File: src/rtl/vram_write_arbiter.sv
// Round-robin arbiter that funnels NREQ VRAM write requesters into a small
// register FIFO. The slot controller drains the FIFO head one entry per write slot.
module vram_write_arbiter #(
    parameter int unsigned AWIDTH = 19,
    parameter int unsigned DWIDTH = 8,
    parameter int unsigned NREQ   = 4,
    parameter int unsigned FDEPTH = 4
) (
    input  logic                     MemClk,
    input  logic                     MemRstN,
    input  logic [NREQ-1:0]          ReqValid,
    input  logic [NREQ*AWIDTH-1:0]   ReqAddr,
    input  logic [NREQ*DWIDTH-1:0]   ReqData,
    output logic [NREQ-1:0]          ReqAck,
    input  logic                     SlotWrStrobe,
    output logic                     WrValid,
    output logic [AWIDTH-1:0]        WrAddr,
    output logic [DWIDTH-1:0]        WrData,
    output logic                     WrTake,
    output logic                     SlotMiss,
    output logic [$clog2(FDEPTH):0]  FifoLevel
);

    localparam int unsigned PW = $clog2(FDEPTH);
    localparam int unsigned RW = $clog2(NREQ);
    localparam int unsigned LW = PW + 1;

    logic [AWIDTH-1:0] addr_mem [FDEPTH];
    logic [DWIDTH-1:0] data_mem [FDEPTH];
    logic [PW-1:0]     wr_ptr_q, rd_ptr_q;
    logic [LW-1:0]     level_q, level_d;
    logic [RW-1:0]     rr_q, rr_d;
    logic [NREQ-1:0]   ack_q, ack_d;
    logic              take_q, miss_q;

    logic [NREQ-1:0]   eligible;
    logic              any_elig;
    logic [RW-1:0]     winner;
    logic              pop, push;
    logic [AWIDTH-1:0] win_addr;
    logic [DWIDTH-1:0] win_data;

    // The requester acked this cycle may still hold valid; mask it so it is not taken twice.
    assign eligible = ReqValid & ~ack_q;
    assign pop      = SlotWrStrobe && WrValid;
    assign push     = any_elig && ((level_q < LW'(FDEPTH)) || pop);
    assign win_addr = ReqAddr[32'(winner) * AWIDTH +: AWIDTH];
    assign win_data = ReqData[32'(winner) * DWIDTH +: DWIDTH];

    // Round-robin scan: first eligible index starting at the RR pointer, wrapping at NREQ.
    always_comb begin
        int idx;
        any_elig = 1'b0;
        winner   = '0;
        idx      = 0;
        for (int k = 0; k < int'(NREQ); k++) begin
            idx = int'(rr_q) + k;
            if (idx >= int'(NREQ)) idx = idx - int'(NREQ);
            if (!any_elig && eligible[RW'(idx)]) begin
                any_elig = 1'b1;
                winner   = RW'(idx);
            end
        end
    end

    // Next-state for level, RR pointer and ack pulse.
    always_comb begin
        level_d = level_q;
        rr_d    = rr_q;
        ack_d   = '0;
        unique case ({push, pop})
            2'b10:   level_d = level_q + LW'(1);
            2'b01:   level_d = level_q - LW'(1);
            default: level_d = level_q;
        endcase
        if (push) begin
            ack_d[winner] = 1'b1;
            rr_d = (32'(winner) == NREQ - 1) ? '0 : winner + RW'(1);
        end
    end

    // FIFO storage; cleared on reset so the head reads zero while empty after reset.
    always_ff @(posedge MemClk or negedge MemRstN) begin
        if (!MemRstN) begin
            for (int i = 0; i < int'(FDEPTH); i++) begin
                addr_mem[i] <= '0;
                data_mem[i] <= '0;
            end
        end else if (push) begin
            addr_mem[wr_ptr_q] <= win_addr;
            data_mem[wr_ptr_q] <= win_data;
        end
    end

    // FIFO pointers and occupancy; depth is a power of two so pointers wrap naturally.
    always_ff @(posedge MemClk or negedge MemRstN) begin
        if (!MemRstN) begin
            wr_ptr_q <= '0;
            rd_ptr_q <= '0;
            level_q  <= '0;
        end else begin
            if (push) wr_ptr_q <= wr_ptr_q + PW'(1);
            if (pop)  rd_ptr_q <= rd_ptr_q + PW'(1);
            level_q <= level_d;
        end
    end

    // Arbiter state and registered status pulses.
    always_ff @(posedge MemClk or negedge MemRstN) begin
        if (!MemRstN) begin
            rr_q   <= '0;
            ack_q  <= '0;
            take_q <= 1'b0;
            miss_q <= 1'b0;
        end else begin
            rr_q   <= rr_d;
            ack_q  <= ack_d;
            take_q <= pop;
            miss_q <= SlotWrStrobe && !WrValid;
        end
    end

    assign ReqAck    = ack_q;
    assign WrTake    = take_q;
    assign SlotMiss  = miss_q;
    assign WrValid   = (level_q != '0);
    assign WrAddr    = addr_mem[rd_ptr_q];
    assign WrData    = data_mem[rd_ptr_q];
    assign FifoLevel = level_q;

endmodule

File: config.mk
export PLATFORM = sky130hd
export DESIGN_NAME = vram_write_arbiter
export DESIGN_NICKNAME = d
export VERILOG_FILES = /design/src/rtl/vram_write_arbiter.sv
export SDC_FILE = /design/constraint.sdc
export NUM_CORES = 1
export LEC_CHECK = 0
export ABC_AREA = 1
export BUFFER_PORTS_ARGS = -buffer_cell sky130_fd_sc_hd__buf_2
export CORE_UTILIZATION = 40
export CTS_CLUSTER_DIAMETER = 120
export DETAILED_ROUTE_END_ITERATION = 6
export PLACE_DENSITY = 0.69
export SYNTH_ARGS = -nofsm -noshare
export SYNTH_HDL_FRONTEND = slang
export SYNTH_SLANG_ARGS = --single-unit
File: constraint.sdc
create_clock -name MemClk -period 3.2 [get_ports MemClk]
set_clock_uncertainty 0.05 [all_clocks]
set_input_delay 0.32 -clock MemClk [delete_from_list [all_inputs] [get_ports MemClk]]
set_output_delay 0.32 -clock MemClk [all_outputs]
set_load 0.01 [all_outputs]
==> flow_summary.json <==
{
  "insertion_delay_ns": 0.42,
  "cts_tree": "yes",
  "critPathRequiredTime_ns": 3.46,
  "grt_max_degree": 54,
  "cts_setup_buffers": 0,
  "detail-route-antenna-nets": 0,
  "synthTopCellsByArea": "dfrtp_1, nand2_1, nand3_1, nand3_2, o21ai_0",
  "tns_ns": 0,
  "utilization_pct": 49.3,
  "diodes": 0,
  "max_cap_violations": 0,
  "multiInputGateArea_um2": 3530,
  "nFillCells": 1710,
  "hp-class": "primary input to flop",
  "ys_seq_area_share_pct": 43.7,
  "status": "complete, no violations",
  "cts-root-buf": "clkbuf_16",
  "port_buffers": 151,
  "dieHeight_um": 135,
  "worstSetupStartpointType": "flop",
  "via_count": 6861,
  "fmax_ghz": 0.358,
  "vias_per_cell": 5.29,
  "htreeDepth": 4,
  "fin_crit_sh_pct": 87.4,
  "setup_viol": 0,
  "synth_cells": 925,
  "min_path_cells": 3,
  "synth_cell_type_count": 29,
  "grt_pass1_wl_um": 33000,
  "hold_viol_final": 0,
  "seq_area_um2": 3080,
  "first_iter_violations": 482,
  "synth.avg_cell_area_um2": 7.61,
  "rsz0062_at_grt": "no",
  "grt_pass1_vias": 6440,
  "core_area_um2": 17200,
  "slew_headroom_pct": 52.0,
  "path_cells": "nand3_1 > nand3_1 > nand2_1 > nand4_4 > buf_4 > nand3_4 > buf_4 > nand2_1 > nand3_1 > nand3_1 > nand2_1",
  "synth_area_um2": 7040,
  "ys_warn_count": 0,
  "cts_buffer_depth": 2,
  "yosysTopAreaCell": "dfrtp_1",
  "routedWlPerCell_um": 15.8,
  "slew_viol_final": 0,
  "reg2reg_depth": 11,
  "whs_ns": 0.104,
  "crit_path_top_delay_cell": "dfrtp_1",
  "grt_util_all_layers_pct": 23.7,
  "finalNetCount": 1183,
  "path_clk_slew_ns": 0.05,
  "cts_resized": 0,
  "dieArea_um2": 18100,
  "synth_top_area_share_pct": 43.7,
  "slowest_delay_ns": 0.54,
  "path_max_fanout": 41,
  "initial_core_util_pct": 40.8,
  "worst_ep_arrival_time_ns": 3.05,
  "drive_above_1_share_pct": 24.0,
  "hpwl_um": 13200,
  "crit_path_end_kind": "flop",
  "drc": 0,
  "worst_pin_slew_ns": 0.719,
  "ios": 152,
  "antenna_found_initial": 0,
  "syn_to_final_growth_pct": 20.8,
  "crit_type": "flop to flop",
  "wl_um": 20500,
  "clock-sinks": 123,
  "rows": 48,
  "period_needed_ns": 2.80,
  "syn_nets": 1050,
  "gr-total-overflow": 0,
  "cpMostUsedCell": "nand3_1",
  "ys_ff_latch": 123,
  "gp_congestion": 0.836,
  "die_w_um": 135,
  "first_pass_iters": 7,
  "numCtsBuffers": 17
}
[registers in the layout, indices dropped and copies added (netlist names)]
signal / count
rr_q: 2
addr_mem: 76
rd_ptr_q: 2
WrTake: 1
SlotMiss: 1
ReqAck: 4
FifoLevel: 3
data_mem: 32
wr_ptr_q: 2
[cell usage after synthesis]
cell type    n
clkinv_1     1
nand2_2      4
dfrtp_1    123
xnor2_1      1
nor2_1      64
fa_1         1
nor2_4       4
buf_6        7
nand2_1    299
xor2_1       3
buf_4        3
nand3_2     38
o21ai_4      1
buf_1        2
nand2_4      1
ha_1         9
clkbuf_1    20
nand4_1      3
o22ai_1     27
inv_4        2
a21oi_1      3
nand4_4      1
o21ai_0     57
buf_8        1
nand3_4      1
nand3_1    198
inv_1       23
inv_2        5
buf_2       23
[placed cells by master, fill, tap and decap left out, drive strengths merged, types with 3 or more instances in the layout]
cell / synthesis / final
nand2: 304 / 304
dfrtp: 123 / 123
ha: 9 / 9
o21ai: 58 / 58
clkinv: 1 / 5
a21oi: 3 / 3
nand3: 237 / 237
clkbuf: 20 / 25
nor2: 68 / 68
inv: 30 / 31
buf: 36 / 169
o22ai: 27 / 27
xor2: 3 / 3
nand4: 4 / 4
[metal layers]
layer / track usage (%) / part of all wire (%) / up-vias
met5: 0 / 0 / -
met4: 6.87 / 1.2 / 0
met3: 4.20 / 6.9 / 20
met2: 38.6 / 47 / 268
met1: 32.4 / 45 / 3221
li1: - / - / 3352
[per-stage QoR]
| step | std cells | worst slack (ns) | area [µm²] |
|---|---|---|---|
| floorplan | 925 | 0.567 | 7040 |
| global placement | 1263 | 0.518 | 7930 |
| detailed placement | 1263 | 0.429 | 7930 |
| CTS | 1296 | 0.409 | 8500 |
| global route | 1296 | 0.0986 | 8500 |
| finish | 1296 | 0.404 | 8500 |
[critical path: cells and delay by family (launching register included)]
family	cells	cell delay, ns
AND/OR/NAND/NOR	9	1.40
buffers and inverters	2	0.68
flip-flops	1	0.54
[final timing paths]
check                             startpoint  slack [ns]            to
worst max-delay path                 rr_q[0]        0.40  addr_mem[55]
worst min-delay path            SlotWrStrobe        0.10      SlotMiss
worst max register to register       rr_q[0]        0.40  addr_mem[55]
worst min register to register  addr_mem[44]        0.42  addr_mem[44]
max in group asynchronous            MemRstN        1.90  addr_mem[10]
min in group asynchronous            MemRstN        0.45  data_mem[28]
[logic make-up after synthesis]
| logic type | synth area share, % |
|---|---|
| simple gates | 40.8 |
| flops | 43.7 |
| compound gates | 6.90 |
| buf+inv | 6.19 |
| fa+ha+maj | 1.88 |
| xor+xnor | 0.498 |
[layout make-up]
cell class,count,share of cell area (%)
flip-flops and latches,123,36.2
inverters,31,1.43
repair buffers,170,10.9
well taps,225,3.31
clock inverters,7,0.736
multi-input cells,715,41.5
clock buffers,25,5.94
[what timing repair did]
action	4_1_cts	5_1_grt
endpoints found under the hold margin	50	0
setup endpoints to repair	0	0
hold buffers	1	0
Power is left out: the tool's default activity adds up to more than one toggle a clock period on the data nets, which glitch-free logic cannot reach.
